[src/rtl/systolic_pkg.sv]
// Shared types and helpers for the systolic array datapath and its writeback.
//   DATA_WIDTH / ACC_WIDTH : operand and accumulator widths
//   TILE_W / TILE_H        : tile geometry of the array
//   wb_state_e             : writeback FSM states
//   saturate()             : unsigned clamp of a value to out_w bits
package systolic_pkg;

  localparam int DATA_WIDTH = 8;
  localparam int ACC_WIDTH  = 16;
  localparam int TILE_W     = 4;
  localparam int TILE_H     = 4;

  typedef enum logic {
    IDLE  = 1'b0,
    DRAIN = 1'b1
  } wb_state_e;

  // Values are unsigned; a width of 32 or more passes the value through.
  function automatic logic [31:0] saturate(input logic [31:0] val, input int out_w);
    logic [31:0] max_val;
    if (out_w >= 32) return val;
    max_val = (32'd1 << out_w) - 32'd1;
    return (val > max_val) ? max_val : val;
  endfunction

endpackage

[src/rtl/c_tile_writeback_if.sv]
// Tile-in / memory-write-out bundle of the C tile writeback block.
//   start, tile_valid, tile_data : control and tile input (driven by master)
//   tile_ready                   : tile can be accepted
//   mem_we, mem_addr, mem_wdata  : single result-memory write port
//   all_done, overflow           : matrix complete pulse, sticky dropped-tile flag
interface c_tile_writeback_if #(
  parameter int ACC_WIDTH = 16,
  parameter int OUT_WIDTH = 8,
  parameter int WIDTH     = 4,
  parameter int HEIGHT    = 4,
  parameter int ADDR_W    = 8
);
  logic                              start;
  logic                              tile_valid;
  logic [HEIGHT*WIDTH*ACC_WIDTH-1:0] tile_data;
  logic                              tile_ready;
  logic                              mem_we;
  logic [ADDR_W-1:0]                 mem_addr;
  logic [OUT_WIDTH-1:0]              mem_wdata;
  logic                              all_done;
  logic                              overflow;

  modport slave (
    input  start, tile_valid, tile_data,
    output tile_ready, mem_we, mem_addr, mem_wdata, all_done, overflow
  );

  modport master (
    output start, tile_valid, tile_data,
    input  tile_ready, mem_we, mem_addr, mem_wdata, all_done, overflow
  );
endinterface

[src/rtl/tile_addr_gen.sv]
// Position tracking for the tile writeback: element index within the tile,
// tile row/column within the matrix, and the row-major memory address.
//   clr       : zero all counters (has priority over step)
//   step      : advance one element; the last element advances the tile
//   elem_idx  : current element index e (r = e / WIDTH, c = e % WIDTH)
//   mem_addr  : (tile_r*HEIGHT + r)*N_SIZE + tile_c*WIDTH + c
//   in_range  : element lies inside the M_SIZE x N_SIZE matrix
//   last_elem : e is the final element of the tile
//   last_tile : current tile is the final tile of the matrix
module tile_addr_gen #(
  parameter int WIDTH  = 4,
  parameter int HEIGHT = 4,
  parameter int M_SIZE = 12,
  parameter int N_SIZE = 12,
  parameter int ADDR_W = $clog2(M_SIZE*N_SIZE),
  localparam int ELEM_N  = WIDTH*HEIGHT,
  localparam int ELEM_W  = (ELEM_N > 1) ? $clog2(ELEM_N) : 1,
  localparam int TILES_C = (N_SIZE + WIDTH - 1) / WIDTH,
  localparam int TILES_R = (M_SIZE + HEIGHT - 1) / HEIGHT,
  localparam int TC_W    = $clog2(TILES_C + 1),
  localparam int TR_W    = $clog2(TILES_R + 1)
) (
  input  logic              clk,
  input  logic              rst_n,
  input  logic              clr,
  input  logic              step,
  output logic [ELEM_W-1:0] elem_idx,
  output logic [ADDR_W-1:0] mem_addr,
  output logic              in_range,
  output logic              last_elem,
  output logic              last_tile
);

  logic [ELEM_W-1:0] elem_q, elem_d;
  logic [TC_W-1:0]   tile_c_q, tile_c_d;
  logic [TR_W-1:0]   tile_r_q, tile_r_d;
  logic [31:0]       row, col;

  always_comb begin
    row = 32'(tile_r_q) * 32'(HEIGHT) + 32'(elem_q) / 32'(WIDTH);
    col = 32'(tile_c_q) * 32'(WIDTH)  + 32'(elem_q) % 32'(WIDTH);
  end

  assign elem_idx  = elem_q;
  assign in_range  = (row < 32'(M_SIZE)) && (col < 32'(N_SIZE));
  assign mem_addr  = ADDR_W'(row * 32'(N_SIZE) + col);
  assign last_elem = (elem_q == ELEM_W'(ELEM_N - 1));
  assign last_tile = (tile_r_q == TR_W'(TILES_R - 1)) && (tile_c_q == TC_W'(TILES_C - 1));

  // tile_c runs fastest; the final tile wraps both counters for the next matrix.
  always_comb begin
    elem_d   = elem_q;
    tile_c_d = tile_c_q;
    tile_r_d = tile_r_q;
    if (clr) begin
      elem_d   = '0;
      tile_c_d = '0;
      tile_r_d = '0;
    end else if (step) begin
      if (last_elem) begin
        elem_d = '0;
        if (tile_c_q == TC_W'(TILES_C - 1)) begin
          tile_c_d = '0;
          tile_r_d = (tile_r_q == TR_W'(TILES_R - 1)) ? '0 : tile_r_q + TR_W'(1);
        end else begin
          tile_c_d = tile_c_q + TC_W'(1);
        end
      end else begin
        elem_d = elem_q + ELEM_W'(1);
      end
    end
  end

  always_ff @(posedge clk or negedge rst_n) begin
    if (!rst_n) begin
      elem_q   <= '0;
      tile_c_q <= '0;
      tile_r_q <= '0;
    end else begin
      elem_q   <= elem_d;
      tile_c_q <= tile_c_d;
      tile_r_q <= tile_r_d;
    end
  end

endmodule

[src/rtl/c_tile_writeback.sv]
// Serialises finished HEIGHT x WIDTH result tiles into a row-major
// M_SIZE x N_SIZE result memory, one saturated element per cycle.
//   clk, rst_n : clock, asynchronous active-low reset
//   bus        : c_tile_writeback_if slave (tile input, memory write port,
//                all_done pulse, sticky overflow)
//
// state | meaning
// IDLE  | tile_ready high; a tile_valid captures the tile
// DRAIN | one element per cycle to memory; incoming tiles are dropped
module c_tile_writeback
  import systolic_pkg::*;
#(
  parameter int ACC_WIDTH = systolic_pkg::ACC_WIDTH,
  parameter int OUT_WIDTH = systolic_pkg::DATA_WIDTH,
  parameter int WIDTH     = systolic_pkg::TILE_W,
  parameter int HEIGHT    = systolic_pkg::TILE_H,
  parameter int M_SIZE    = 12,
  parameter int N_SIZE    = 12,
  parameter int ADDR_W    = $clog2(M_SIZE*N_SIZE)
) (
  input  logic               clk,
  input  logic               rst_n,
  c_tile_writeback_if.slave  bus
);

  localparam int ELEM_N    = WIDTH*HEIGHT;
  localparam int ELEM_W    = (ELEM_N > 1) ? $clog2(ELEM_N) : 1;
  localparam int TILE_BITS = ELEM_N*ACC_WIDTH;

  wb_state_e              state_q, state_d;
  logic [TILE_BITS-1:0]   tile_q, tile_d;
  logic                   overflow_q, overflow_d;
  logic                   all_done_q, all_done_d;

  logic                   ag_clr, ag_step;
  logic [ELEM_W-1:0]      elem_idx;
  logic [ADDR_W-1:0]      ag_addr;
  logic                   in_range, last_elem, last_tile;
  logic [ACC_WIDTH-1:0]   elem;

  assign elem = tile_q[32'(elem_idx)*ACC_WIDTH +: ACC_WIDTH];

  tile_addr_gen #(
    .WIDTH  (WIDTH),
    .HEIGHT (HEIGHT),
    .M_SIZE (M_SIZE),
    .N_SIZE (N_SIZE),
    .ADDR_W (ADDR_W)
  ) u_addr_gen (
    .clk       (clk),
    .rst_n     (rst_n),
    .clr       (ag_clr),
    .step      (ag_step),
    .elem_idx  (elem_idx),
    .mem_addr  (ag_addr),
    .in_range  (in_range),
    .last_elem (last_elem),
    .last_tile (last_tile)
  );

  always_comb begin
    state_d        = state_q;
    tile_d         = tile_q;
    overflow_d     = overflow_q;
    all_done_d     = 1'b0;
    ag_clr         = 1'b0;
    ag_step        = 1'b0;
    bus.tile_ready = 1'b0;
    bus.mem_we     = 1'b0;
    bus.mem_addr   = '0;
    bus.mem_wdata  = '0;

    case (state_q)
      IDLE: begin
        bus.tile_ready = 1'b1;
        if (bus.tile_valid) begin
          tile_d  = bus.tile_data;
          state_d = DRAIN;
        end
      end
      DRAIN: begin
        // Out-of-range cells of an edge tile still burn their cycle.
        ag_step       = 1'b1;
        bus.mem_we    = in_range;
        bus.mem_addr  = ag_addr;
        bus.mem_wdata = OUT_WIDTH'(saturate(32'(elem), OUT_WIDTH));
        if (bus.tile_valid) overflow_d = 1'b1;
        if (last_elem) begin
          state_d    = IDLE;
          all_done_d = last_tile;
        end
      end
      default: state_d = IDLE;
    endcase

    // Restart wins over everything, including a tile arriving the same cycle.
    if (bus.start) begin
      state_d    = IDLE;
      tile_d     = tile_q;
      overflow_d = 1'b0;
      all_done_d = 1'b0;
      ag_clr     = 1'b1;
    end
  end

  always_ff @(posedge clk or negedge rst_n) begin
    if (!rst_n) begin
      state_q    <= IDLE;
      tile_q     <= '0;
      overflow_q <= 1'b0;
      all_done_q <= 1'b0;
    end else begin
      state_q    <= state_d;
      tile_q     <= tile_d;
      overflow_q <= overflow_d;
      all_done_q <= all_done_d;
    end
  end

  assign bus.all_done = all_done_q;
  assign bus.overflow = overflow_q;

endmodule

[src/flat_wrapper.sv]
// flat-port wrapper written by rule: the top's interface ports become plain ports
module c_tile_writeback_flat import systolic_pkg::*;
#(
  parameter int ACC_WIDTH = systolic_pkg::ACC_WIDTH,
  parameter int OUT_WIDTH = systolic_pkg::DATA_WIDTH,
  parameter int WIDTH     = systolic_pkg::TILE_W,
  parameter int HEIGHT    = systolic_pkg::TILE_H,
  parameter int M_SIZE    = 12,
  parameter int N_SIZE    = 12,
  parameter int ADDR_W    = $clog2(M_SIZE*N_SIZE)
)
  (clk, rst_n, bus_start, bus_tile_valid, bus_tile_data, bus_tile_ready, bus_mem_we, bus_mem_addr, bus_mem_wdata, bus_all_done, bus_overflow);
  c_tile_writeback_if #(.ACC_WIDTH(ACC_WIDTH), .OUT_WIDTH(OUT_WIDTH), .WIDTH(WIDTH), .HEIGHT(HEIGHT), .ADDR_W(ADDR_W)) bus_i ();
  input  logic clk;
  input  logic rst_n;
  input wire logic [$bits(bus_i.start)-1:0] bus_start;
  input wire logic [$bits(bus_i.tile_valid)-1:0] bus_tile_valid;
  input wire logic [$bits(bus_i.tile_data)-1:0] bus_tile_data;
  output wire logic [$bits(bus_i.tile_ready)-1:0] bus_tile_ready;
  output wire logic [$bits(bus_i.mem_we)-1:0] bus_mem_we;
  output wire logic [$bits(bus_i.mem_addr)-1:0] bus_mem_addr;
  output wire logic [$bits(bus_i.mem_wdata)-1:0] bus_mem_wdata;
  output wire logic [$bits(bus_i.all_done)-1:0] bus_all_done;
  output wire logic [$bits(bus_i.overflow)-1:0] bus_overflow;
  assign bus_i.start = bus_start;
  assign bus_i.tile_valid = bus_tile_valid;
  assign bus_i.tile_data = bus_tile_data;
  assign bus_tile_ready = bus_i.tile_ready;
  assign bus_mem_we = bus_i.mem_we;
  assign bus_mem_addr = bus_i.mem_addr;
  assign bus_mem_wdata = bus_i.mem_wdata;
  assign bus_all_done = bus_i.all_done;
  assign bus_overflow = bus_i.overflow;
  c_tile_writeback #(.ACC_WIDTH(ACC_WIDTH), .OUT_WIDTH(OUT_WIDTH), .WIDTH(WIDTH), .HEIGHT(HEIGHT), .M_SIZE(M_SIZE), .N_SIZE(N_SIZE), .ADDR_W(ADDR_W)) u_core (.clk(clk), .rst_n(rst_n), .bus(bus_i));
endmodule
[config.mk]
export PLATFORM = sky130hd
export DESIGN_NAME = c_tile_writeback_flat
export DESIGN_NICKNAME = d
export VERILOG_FILES = /design/src/rtl/systolic_pkg.sv /design/src/rtl/c_tile_writeback_if.sv /design/src/rtl/tile_addr_gen.sv /design/src/rtl/c_tile_writeback.sv /design/src/flat_wrapper.sv
export SDC_FILE = /design/constraint.sdc
export NUM_CORES = 1
export LEC_CHECK = 0
export ABC_CLOCK_PERIOD_IN_PS = 2430
export BUFFER_PORTS_ARGS = -buffer_cell sky130_fd_sc_hd__buf_2
export CORE_ASPECT_RATIO = 2
export CORE_UTILIZATION = 54
export DETAILED_ROUTE_END_ITERATION = 10
export PLACE_DENSITY_LB_ADDON = 0.15
export SLEW_MARGIN = 25
export SYNTH_ARGS = -nofsm -noshare
export SYNTH_HDL_FRONTEND = slang
export SYNTH_HIERARCHICAL = 1
export SYNTH_SLANG_ARGS = --single-unit
[constraint.sdc]
create_clock -name clk -period 2.43 [get_ports clk]
set_clock_uncertainty 0.15 [all_clocks]
set_input_delay 0.1215 -clock clk [delete_from_list [all_inputs] [get_ports clk]]
set_output_delay 0.1215 -clock clk [all_outputs]
set_load 0.05 [all_outputs]
==> key figures, run 1 <==
Global routing
  – Vias in the first global route: 10.39k
  – Largest net degree at the start of global routing: 99
  – First-pass GRT wire length: 56.19 mm
  – Grt ovf: 0
  – GRT Util Overall: 0.3316
  – Initial antenna violation count: 4

Critical path
  – Critical Path Sink: bus_mem_wdata[1]
  – Reg2reg start: u_core/state_q$_DFF_PN0_
  – Arr. time, crit path: 2.66 ns
  – Cell mode on critical path: buf_12
  – R2R setup slack: 0.44 ns
  – Crit. Startpoint: u_core/u_addr_gen/elem_idx[0]$_DFFE_PN0P_
  – Worst R2R Path Depth: 4
  – Crit Path Category: reg2out
  – Worst-path fanout max: 8
  – CP cell instances: buf_12 -> buf_12 -> mux4_1 -> mux4_2 -> clkinv_1 -> a41oi_4 -> buf_6
  – Crit end category: output port
  – CP max-delay cell: mux4_1
  – Worst endpoint required time: 2.16 ns
  – Worst setup SP type: register
  – Reg2Reg Capture Point: u_core/tile_q[206]$_DFFE_PN0P_
  – Critical path's largest stage delay: 0.59 ns

Synth
  – Yosys reg bits: 267
  – Synth Area per Inst: 15.26 um^2
  – Synth area leader: dfrtp_1
  – Count leader, synth: dfrtp_1
  – Top FF cell, synth: dfrtp_1
  – Synth cell count leaders: 267 x dfrtp_1, 260 x mux2_2, 29 x buf_2
  – Share of the synthesized area in the top cell type: 0.5570
  – Syn Std Cell Area: 0.01200 mm^2
  – Seq/Total Area, Yosys: 0.5570
  – Number of library cell types mapped by synthesis: 54
  – Top cells by area, synth: dfrtp_1 56%, mux2_2 24%, mux4_2 5.1%
  – Mapped Nets: 1058
  – Synth async-reset ratio: 1.000
  – Post-synth EDFFs: 0
  – Yosys warnings: 6
  – Synthesized instance count: 786

Detailed routing
  – Routed vias/inst: 5.520
  – Average routed wire per standard cell: 22.37 um
  – # DRC: 0
  – Detailed Route WL: 36.99 mm
  – ANT nets after route: 0
  – First DRT Iteration DRCs: 399
  – Pre-antenna DRT Iters: 4
  – Routed vias: 9130

Power
  – Power density cells: 691.2 mW/mm^2
  – Clock power frac: 0.332
  – Net Sw Frac: 0.2543
  – Combinational Power Share: 0.201
  – Sequential share of power: 0.467
  – Maximum vdd drop: 0.0007794 V
  – Power Internal: 9.245 mW
  – Net switching power: 3.153 mW
  – LEAKAGE: 7.844 nW

Die
  – Io pins: 280
  – Core ar.: 0.02168 mm^2
  – Cell Rows: 76
  – Die area: 0.02285 mm^2
  – Initial Util: 0.5533
  – Die Ht: 212.8 um
  – Die width: 107.4 um

Timing
  – Final setup violation count: 12
  – Fin crit period: 2.930 ns
  – Hold WS: 0.08153 ns
  – Worst setup margin: -0.5003 ns
  – Worst rel slew slack: 0.4641
  – Period utilization: 1.206
  – Worst-Margin Slew: 0.7966 ns
  – Final hold viol count: 0
  – Pins Over Slew Limit: 0
  – RSZ-0062 raised after global routing: true
  – FMAX: 341.3 MHz

Place
  – Post-DP HPWL: 22.19 mm
  – Port Buffer Count: 279
  – GPL Wtd Cong: 0.8183
  – Area after DPL: 0.01411 mm^2

Min path
  – Worst min path class: in2async

Clocking
  – CTS buffer count: 24
  – Clock tree root driver cell: clkbuf_16
  – Clock-pin slew on the worst setup and hold paths: 0.07 ns
  – Clock sink count: 267
  – Worst skew pair latency: 0.53 ns
  – CTS max path bufs: 3
  – H-tree levels: 1
  – CTS tree: built

Cells and area
  – Layout cells sized above 1: 0.5240
  – Area grow syn2layout: 49.54%
  – Filler instances: 1132
  – Post-route cell area: 0.01794 mm^2
  – Nets@finish: 1632

Flow run
  – Maxcap violations: 0

Outcome
  – Failing checks: negative setup slack
  – Outcome: finished, violations left
[per-layer routing]
| layer | vias to the layer above | global-route usage | part of all wire |
|---|---|---|---|
| met1 | 4640 | 0.3528 | 0.35 |
| met5 | - | 0 | 0 |
| met4 | 0 | 0.1630 | 0.046 |
| met2 | 321 | 0.6271 | 0.56 |
| met3 | 96 | 0.04823 | 0.045 |
| li1 | 4073 | - | - |
[registers in the layout, indices dropped and copies added (netlist names)]
register and count:
u_core/tile_q 256, u_core/state_q 1, u_core/bus.overflow 1, u_core/u_addr_gen/tile_r_q 2
u_core/u_addr_gen/tile_c_q 2, u_core/u_addr_gen/elem_idx 4, u_core/bus.all_done 1
[power by group through the flow]
stage | clock network (mW) | registers [mW] | logic (mW)
6_report | 4.12 | 5.79 | 2.49
5_1_grt | 4.34 | 5.87 | 2.64
4_1_cts | 4.16 | 5.72 | 2.39
3_5_place_dp | 0 | 5.80 | 2.00
3_3_place_gp | 0 | 5.77 | 1.94
2_1_floorplan | 0 | 5.62 | 1.35
[worst min-delay path by stage]
stage / to / start / slack, ns / cells after the start
2_1_floorplan: u_core/bus.all_done$_DFF_PN0_ / rst_n / -0.32 / 0
3_3_place_gp: u_core/bus.overflow$_DFFE_PN0P_ / rst_n / -0.08 / 1
3_5_place_dp: u_core/tile_q[43]$_DFFE_PN0P_ / rst_n / -0.08 / 1
4_1_cts: u_core/u_addr_gen/elem_idx[2]$_DFFE_PN0P_ / rst_n / 0.08 / 3
5_1_grt: u_core/u_addr_gen/elem_idx[2]$_DFFE_PN0P_ / rst_n / 0.1 / 3
6_report: u_core/u_addr_gen/elem_idx[2]$_DFFE_PN0P_ / rst_n / 0.08 / 3
[cells by family (layout without fill, tap and decap cells)]
| family | after synthesis | count (layout) | share of synthesized area |
|---|---|---|---|
| XOR/XNOR | 4 | 4 | 0.002921 |
| multiplexers | 306 | 306 | 0.3283 |
| AND/OR/NAND/NOR | 90 | 90 | 0.04402 |
| adder cells (fa/ha/maj) | 12 | 12 | 0.01377 |
| other | 0 | 5 | 0 |
| flip-flops | 267 | 267 | 0.5570 |
| buffers and inverters | 66 | 656 | 0.02931 |
| AO/OA/AOI/OAI | 41 | 41 | 0.02472 |
[layout make-up]
type                       instances  area, um^2  share of cell area
clock buffer                      34       739.5             0.04122
antenna                            5       12.51           0.0006975
timing repair buffer             599        4810              0.2681
inverter                          15       58.81            0.003278
multi-input combinational        453        5167              0.2881
clock inverter                     8       121.4            0.006766
tap                              273       341.6             0.01904
sequential                       267        6686              0.3728
[metrics by stage]
step	utilization	total power [mW]	TNS (ns)	instances	worst slack [ns]
2_1_floorplan	-	6.967	-0.7197	786	-0.1200
3_3_place_gp	0.6506	7.706	0	1338	0.01683
3_5_place_dp	0.6506	7.800	-0.03686	1338	-0.02249
4_1_cts	0.8194	12.27	-4.792	1645	-0.5269
5_1_grt	0.8273	12.84	-5.306	1654	-0.5266
6_report	0.8273	12.40	-4.594	1654	-0.5003
[cell usage in the layout (no fill, tap or decap), types with 3 or more instances in the layout]
| master | synthesis | final |
|---|---|---|
| buf_8 | 2 | 3 |
| nor4_1 | 25 | 22 |
| mux2_2 | 260 | 260 |
| bufinv_16 | 0 | 3 |
| mux4_1 | 13 | 6 |
| nand2_1 | 11 | 9 |
| dlygate4sd3_1 | 0 | 260 |
| a41oi_2 | 0 | 6 |
| nand2b_1 | 4 | 3 |
| nor4_2 | 0 | 3 |
| o21ai_0 | 3 | 3 |
| inv_2 | 2 | 6 |
| clkinv_1 | 8 | 4 |
| clkinv_2 | 0 | 3 |
| nor2_1 | 15 | 15 |
| a21oi_1 | 9 | 9 |
| ha_1 | 10 | 6 |
| buf_12 | 0 | 15 |
| diode_2 | 0 | 5 |
| or4_1 | 6 | 4 |
| clkbuf_8 | 0 | 8 |
| ha_4 | 0 | 3 |
| dfrtp_2 | 0 | 4 |
| dfrtp_1 | 267 | 263 |
| buf_4 | 8 | 37 |
| mux4_2 | 27 | 34 |
| buf_6 | 2 | 16 |
| inv_1 | 5 | 4 |
| clkbuf_16 | 0 | 27 |
| and2_1 | 10 | 9 |
| buf_2 | 29 | 265 |
| mux2i_1 | 6 | 6 |
[critical path: cells and delay by family, from the launching register on]
family	cells	cell delay (ns)
multiplexers	2	1.07
buffers and inverters	4	0.56
flip-flops	1	0.37
AO/OA/AOI/OAI	1	0.12
[timing repair]
item / in CTS / in global routing
hold endpoints to repair: 534 / 0
hold buffers: 261 / 0
endpoints found under the setup margin: 13 / 13
pin swaps: 2 / 14
setup buffers: 3 / 4
gates resized for setup: 40 / 35
cloned: 1 / 2
(Power assumes the default switching activity.)
==> run 2, diff against run 1 <==
--- a/config.mk
+++ b/config.mk
@@ -6,9 +6,9 @@
 export NUM_CORES = 1
 export LEC_CHECK = 0
 export ABC_CLOCK_PERIOD_IN_PS = 2430
-export BUFFER_PORTS_ARGS = -buffer_cell sky130_fd_sc_hd__buf_2
+export BUFFER_PORTS_ARGS = -buffer_cell sky130_fd_sc_hd__buf_4
 export CORE_ASPECT_RATIO = 2
-export CORE_UTILIZATION = 54
+export CORE_UTILIZATION = 50
 export DETAILED_ROUTE_END_ITERATION = 10
 export PLACE_DENSITY_LB_ADDON = 0.15
 export SLEW_MARGIN = 25
==> run 2 against run 1 <==
Against the previous run:
- die area is 7.9% higher
- the flow finishes with violations (design-rule violations, negative setup slack)
- core utilization is 3.7 points lower
- largest power group unchanged
- largest cell class unchanged
- hold slack lost 0.074 ns
- final cell count increased by 0.79%
- global-route usage fell by 2.3 points
- via count decreased by 0.60%
- non-clock buffer count increased by 1
- combinational power increased by 4%
- clock power fell by 7.3%
- sequential share of layout area shrank 1.2 points
- flip-flop and latch count is the same
- first-iteration DRC count is 19% higher
==> key figures, run 2 (synthesis gave the netlist of run 1 again) <==
Critical path
  – Critical path's largest stage delay: 0.53 ns (-0.06 ns)
  – Crit Path Category: reg2out
  – Crit. Startpoint: u_core/u_addr_gen/elem_idx[0]$_DFFE_PN0P_
  – Worst endpoint required time: 2.16 ns (about the same)
  – Arr. time, crit path: 2.68 ns (+0.02 ns)
  – CP max-delay cell: mux4_2
  – Worst setup SP type: register
  – Crit end category: output port
  – CP cell instances: buf_6 -> buf_12 -> mux4_2 -> mux4_2 -> inv_4 -> a41oi_4 -> buf_6
  – Reg2reg start: u_core/u_addr_gen/elem_idx[0]$_DFFE_PN0P_
  – Worst-path fanout max: 6 (-2)

Outcome
  – Outcome: finished, violations left
  – Failing checks: design-rule violations, negative setup slack

Flow run
  – Maxcap violations: 0 (unchanged)

Die
  – Die area: 0.02465 mm^2 (+7.9%)
  – Cell Rows: 79 (+3.9%)
  – Initial Util: 0.5120 (-0.04122)
  – Die Ht: 221.0 um (+3.9%)
  – Core ar.: 0.02343 mm^2 (+8.1%)
  – Io pins: 280 (unchanged)
  – Die width: 111.5 um (+3.8%)

Timing
  – Pins Over Slew Limit: 0 (unchanged)
  – Final hold viol count: 0 (unchanged)
  – Setup TNS: -5.100 ns (-0.5065 ns)
  – Fin crit period: 2.952 ns (+0.02162 ns)
  – FMAX: 338.8 MHz (-0.73%)
  – Worst setup margin: -0.5219 ns (-0.02162 ns)
  – RSZ-0062 raised after global routing: true
  – Period utilization: 1.215 (+0.008897)
  – Worst-Margin Slew: 0.6229 ns (-0.1737 ns)
  – Final setup violation count: 12 (unchanged)
  – Worst rel slew slack: 0.5847 (+0.1207)

Clocking
  – CTS buffer count: 25 (+4.2%)
  – Worst skew pair latency: 0.53 ns (about the same)
  – Clock tree root driver cell: clkbuf_16
  – CTS tree: built
  – CTS max path bufs: 3 (unchanged)
  – H-tree levels: 1 (unchanged)
  – Clock-pin slew on the worst setup and hold paths: 0.06 ns (about the same)
  – Clock sink count: 267 (unchanged)

Detailed routing
  – ANT nets after route: 0 (unchanged)
  – Routed vias/inst: 5.444 (-1.4%)
  – Average routed wire per standard cell: 22.32 um (-0.23%)
  – # DRC: 18 (+18)
  – Pre-antenna DRT Iters: 7 (+3)
  – First DRT Iteration DRCs: 474 (+19%)
  – Detailed Route WL: 37.20 mm (+0.56%)
  – Routed vias: 9075 (-0.60%)

Global routing
  – Grt ovf: 0 (unchanged)
  – First-pass GRT wire length: 57.67 mm (+2.6%)
  – Vias in the first global route: 10.46k (+0.64%)
  – GRT Util Overall: 0.3089 (-0.02272)
  – Initial antenna violation count: 5 (+1)
  – Largest net degree at the start of global routing: 76 (-23%)

Place
  – Dpl cells: 1346 (+0.60%)
  – Post-DP HPWL: 23.96 mm (+8.0%)
  – Pre-CTS setup slack: -0.01883 ns (+0.003661 ns)
  – GPL Wtd Cong: 0.8745 (+6.9%)
  – Port Buffer Count: 279 (unchanged)

Cells and area
  – Commonest non-fill, non-tap cell in the layout: buf_4
  – Most frequent cells in the layout: 297 x buf_4, 263 x dfrtp_1, 260 x dlygate4sd3_1, 260 x mux2_2, 39 x mux4_2
  – Area grow syn2layout: 54.43%
  – Final Non-Filler Cells: 1667 (+0.79%)
  – Layout cells sized above 1: 0.5243 (about the same)
  – Nets@finish: 1634 (+0.12%)
  – Top reg by flops: u_core/tile_q
  – Max FFs per register: 256 (unchanged)

Power
  – LEAKAGE: 8.052 nW (+2.7%)
  – Maximum vdd drop: 0.0007536 V (-3.3%)
  – Total power: 12.25 mW (-1.2%)
  – Power density cells: 661.3 mW/mm^2 (-4.3%)

Min path
  – Worst min path class: in2async
==> run 2: report_power, final <==
| part | internal (mW) | switching [mW] | total, mW |
|---|---|---|---|
| Clock | 2.14 | 1.68 | 3.82 |
| Combinational | 1.66 | 0.921 | 2.58 |
| Sequential | 5.28 | 0.574 | 5.85 |
| Total | 9.07 | 3.18 | 12.2 |
==> run 2: worst paths after layout <==
path,endpoint,slack [ns],depth (start not counted)
min in group clk,u_core/tile_q[159]$_DFFE_PN0P_,0.21,3
max reg2reg,u_core/u_addr_gen/elem_idx[3]$_DFFE_PN0P_,0.39,8
max,bus_mem_wdata[0],-0.52,7
max in group asynchronous,u_core/tile_q[115]$_DFFE_PN0P_,1.35,3
min,u_core/tile_q[40]$_DFFE_PN0P_,0.008,2
min reg2reg,u_core/tile_q[127]$_DFFE_PN0P_,0.35,1
==> run 2: worst max-delay path, delay by kind of cell, from the launching register on <==
family | cells | cell delay, ns
multiplexers | 2 | 1.03
flip-flops | 1 | 0.47
buffers and inverters | 4 | 0.55
AO/OA/AOI/OAI | 1 | 0.10
==> run 2: metal layers <==
metal / wire length [um] / GRT usage
met3: 1672 / 0.03972
met2: 20590 / 0.5726
met1: 12960 / 0.3397
met5: 0 / 0
met4: 1975 / 0.1622
==> run 2: area by class of cell <==
class,count,area (um^2)
multi-input cells,453,5087
flip-flops and latches,267,6686
clock inverters,8,48.80
diodes,5,12.51
repair buffers,600,5522
clock buffers,36,747.0
fillers,1299,4902
inverters,15,66.31
well taps,283,354.1
==> run 2: per-stage QoR <==
stage          instance area [um^2]  utilization  hold WS (ns)
2_1_floorplan                 12080            -       -0.3241
3_3_place_gp                  14810       0.6322      0.001012
3_5_place_dp                  14810       0.6322    -0.0004679
4_1_cts                       18510       0.7902       0.03722
5_1_grt                       18520       0.7907       0.04656
6_report                      18520       0.7907      0.007552
==> run 2: what timing repair did <==
item / in CTS / in global routing
resized for setup: 49 / 22
pin swaps: 7 / 7
setup buffers: 10 / 1
endpoints found under the hold margin: 534 / 0
cloned: 4 / 0
setup endpoints to repair: 13 / 13
hold buffers: 260 / 0
==> run 3, diff against run 2 <==
--- a/config.mk
+++ b/config.mk
@@ -5,10 +5,10 @@
 export SDC_FILE = /design/constraint.sdc
 export NUM_CORES = 1
 export LEC_CHECK = 0
-export ABC_CLOCK_PERIOD_IN_PS = 2430
+export ABC_CLOCK_PERIOD_IN_PS = 2500
 export BUFFER_PORTS_ARGS = -buffer_cell sky130_fd_sc_hd__buf_4
-export CORE_ASPECT_RATIO = 2
-export CORE_UTILIZATION = 50
+export CORE_UTILIZATION = 49
+export CTS_CLUSTER_DIAMETER = 40
 export DETAILED_ROUTE_END_ITERATION = 10
 export PLACE_DENSITY_LB_ADDON = 0.15
 export SLEW_MARGIN = 25
==> constraint.sdc (replaced) <==
create_clock -name clk -period 2.5 [get_ports clk]
set_clock_uncertainty 0.15 [all_clocks]
set_input_delay 0.125 -clock clk [delete_from_list [all_inputs] [get_ports clk]]
set_output_delay 0.125 -clock clk [all_outputs]
set_load 0.05 [all_outputs]
==> run 3 against run 2 <==
Against the previous run:
- the run ends with negative setup slack left
- combinational power is essentially flat
- highest routed layer unchanged
- critical path depth is the same
- non-clock buffer count grew 3
- final cell count grew 3.9%
- sequential power shrank 3%
- count of clock-buffer cells in the layout grew 13
- core utilization grew 2.5 points
- register-to-register slack gained 0.07 ns
- hold slack gained 0.014 ns
==> key figures, run 3 (synthesis gave the netlist of run 1 again) <==
Clocking
  – CTS buffer count: 40 (+60%)
  – H-tree levels: 2 (+1)
  – CTS tree: built
  – Clock tree root driver cell: clkbuf_16
  – Worst skew pair latency: 0.51 ns (-0.02 ns)
  – Clock-pin slew on the worst setup and hold paths: 0.05 ns (about the same)
  – Clock sink count: 267 (unchanged)
  – CTS max path bufs: 3 (unchanged)

Global routing
  – Initial antenna violation count: 2 (-3)
  – Largest net degree at the start of global routing: 69 (-9.2%)
  – GRT Util Overall: 0.3081 (-0.0007776)
  – First-pass GRT wire length: 56.97 mm (-1.2%)
  – Grt ovf: 0 (unchanged)
  – Vias in the first global route: 10.25k (-2.0%)

Detailed routing
  – Average routed wire per standard cell: 21.79 um (-2.4%)
  – Detailed Route WL: 37.74 mm (+1.4%)
  – M1 WL: 14.97 mm (+16%)
  – Routed vias/inst: 5.383 (-1.1%)
  – Pre-antenna DRT Iters: 5 (-2)
  – DR WL met3: 2.287 mm (+37%)
  – Highest metal used: met4
  – Routed vias: 9324 (+2.7%)
  – ANT nets after route: 0 (unchanged)
  – First DRT Iteration DRCs: 499 (+5.3%)
  – # DRC: 0 (-18)
  – Met2 wire len: 18.99 mm (-7.8%)

Timing
  – Final setup violation count: 12 (unchanged)
  – Setup TNS: -3.991 ns (+1.109 ns)
  – RSZ-0062 raised after global routing: true
  – Worst-Margin Slew: 0.6385 ns (+0.01560 ns)
  – Worst setup margin: -0.4291 ns (+0.09281 ns)
  – Pins Over Slew Limit: 0 (unchanged)
  – FMAX: 341.4 MHz
  – Final hold viol count: 0 (unchanged)
  – Period utilization: 1.172
  – Fin crit period: 2.929 ns
  – Worst rel slew slack: 0.5704 (-0.01432)

Place
  – Port Buffer Count: 279 (unchanged)
  – Post-DP HPWL: 22.72 mm (-5.2%)
  – Area after DPL: 0.01486 mm^2 (+0.36%)
  – Dpl cells: 1382 (+2.7%)
  – GPL Wtd Cong: 0.8117 (-7.2%)

Cells and area
  – Commonest non-fill, non-tap cell in the layout: buf_4
  – Area grow syn2layout: 61.59%
  – Max FFs per register: 256 (unchanged)
  – Most frequent cells in the layout: 297 x buf_4, 263 x dfrtp_1, 260 x mux2_2
  – Final Non-Filler Cells: 1732 (+3.9%)
  – Nets@finish: 1652 (+1.1%)
  – Layout cells sized above 1: 0.5400 (+0.01575)
  – Filler instances: 1243 (-4.3%)
  – Post-route cell area: 0.01938 mm^2 (+4.6%)
  – Top reg by flops: u_core/tile_q

Critical path
  – CP cell instances: buf_6 -> buf_12 -> mux4_2 -> mux4_2 -> inv_2 -> a41oi_4 -> buf_6
  – Worst setup SP type: register
  – Crit end category: output port
  – Reg2Reg Capture Point: u_core/tile_q[204]$_DFFE_PN0P_
  – Worst-path fanout max: 7 (+1)
  – Critical Path Sink: bus_mem_wdata[5]
  – Worst path depth: 7 (unchanged)
  – Worst endpoint required time: 2.23 ns (+0.07 ns)
  – R2R setup slack: 0.46 ns (+0.07 ns)
  – Critical path's top delay family: multiplexers
  – Crit. Startpoint: u_core/u_addr_gen/elem_idx[0]$_DFFE_PN0P_
  – Arr. time, crit path: 2.65 ns (-0.03 ns)
  – Critical path's largest stage delay: 0.51 ns (-0.02 ns)
  – Worst R2R Path Depth: 4 (-4)
  – Crit Path Category: reg2out
  – WP buf/inv: 4 (unchanged)
  – CP max-delay cell: mux4_2
  – Reg2reg start: u_core/state_q$_DFF_PN0_

Power
  – LEAKAGE: 8.375 nW (+4.0%)
  – Maximum vdd drop: 0.0006401 V (-15%)
  – Total power: 14.11 mW (+15%)
  – Power density cells: 728.1 mW/mm^2 (+10%)

Die
  – Die area: 0.02511 mm^2 (+1.9%)
  – Initial Util: 0.5050 (-0.007040)
  – Io pins: 280 (unchanged)
  – Die width: 158.5 um (+42%)
  – Cell Rows: 56 (-29%)
  – Die Ht: 158.5 um (-28%)
  – Core ar.: 0.02375 mm^2 (+1.4%)

Outcome
  – Failing checks: negative setup slack
  – Outcome: finished, violations left

Flow run
  – Maxcap violations: 0 (unchanged)

Min path
  – Worst min path class: in2async
run 3: cell types whose count changed in the layout (fill, tap and decap cells not counted), sizes merged:
cell | before | now
buf | 340 | 344
bufinv | 0 | 5
clkbuf | 36 | 49
clkinvlp | 1 | 7
diode | 5 | 2
dlygate4sd3 | 260 | 259
inv | 10 | 15
run 3: what timing repair did:
| action | 4_1_cts | 5_1_grt |
|---|---|---|
| gates cloned | 3 | 0 |
| endpoints found under the hold margin | 501 | 0 |
| setup endpoints to repair | 13 | 12 |
| resized for setup | 53 | 34 |
| hold buffers | 259 | 0 |
| pin swaps | 18 | 15 |
| buffers inserted | 12 | 3 |
run 3: worst register-to-register path, stage by stage, from the launching register on:
cell and delay, ns:
dfrtp_1 0.38, nor3b_2 0.38, buf_12 0.30, buf_12 0.30, mux2_2 0.42
run 3: metrics by stage:
stage          hold slack, ns  setup slack, ns    util
2_1_floorplan         -0.3206         -0.07320       -
5_1_grt               0.07978          -0.4672  0.8161
4_1_cts               0.04136          -0.4069  0.8107
3_3_place_gp         -0.02481          0.07403  0.6257
6_report              0.02167          -0.4291  0.8161
3_5_place_dp         -0.02696          0.04018  0.6257
run 3: worst min-delay path by stage:
stage,from,end,slack [ns],cells after the start
2_1_floorplan,rst_n,u_core/bus.all_done$_DFF_PN0_,-0.32,0
3_3_place_gp,rst_n,u_core/u_addr_gen/tile_r_q[1]$_DFFE_PN0P_,-0.02,1
3_5_place_dp,rst_n,u_core/u_addr_gen/tile_r_q[1]$_DFFE_PN0P_,-0.03,1
4_1_cts,rst_n,u_core/tile_q[229]$_DFFE_PN0P_,0.04,2
5_1_grt,rst_n,u_core/bus.all_done$_DFF_PN0_,0.08,2
6_report,rst_n,u_core/bus.overflow$_DFFE_PN0P_,0.02,2
run 3: metal layers:
layer | GRT usage | up-vias
met5 | 0 | -
met4 | 0.1424 | 0
met3 | 0.06396 | 92
met2 | 0.5230 | 353
met1 | 0.3779 | 4742
li1 | - | 4137
run 3: area by class of cell:
class	instances	area, um^2	area share
inverter	15	62.56	0.003227
tap	319	399.1	0.02059
antenna	2	5.005	0.0002582
sequential	267	6689	0.3451
multi-input combinational	453	5221	0.2694
clock inverter	24	311.5	0.01607
clock buffer	49	1117	0.05764
timing repair buffer	603	5578	0.2878
run 3: power breakdown:
group          switching (mW)  total, mW  internal [mW]
Combinational           0.936       2.56           1.63
Clock                    2.13       5.88           3.75
Sequential              0.541       5.68           5.13
Total                    3.60       14.1           10.5
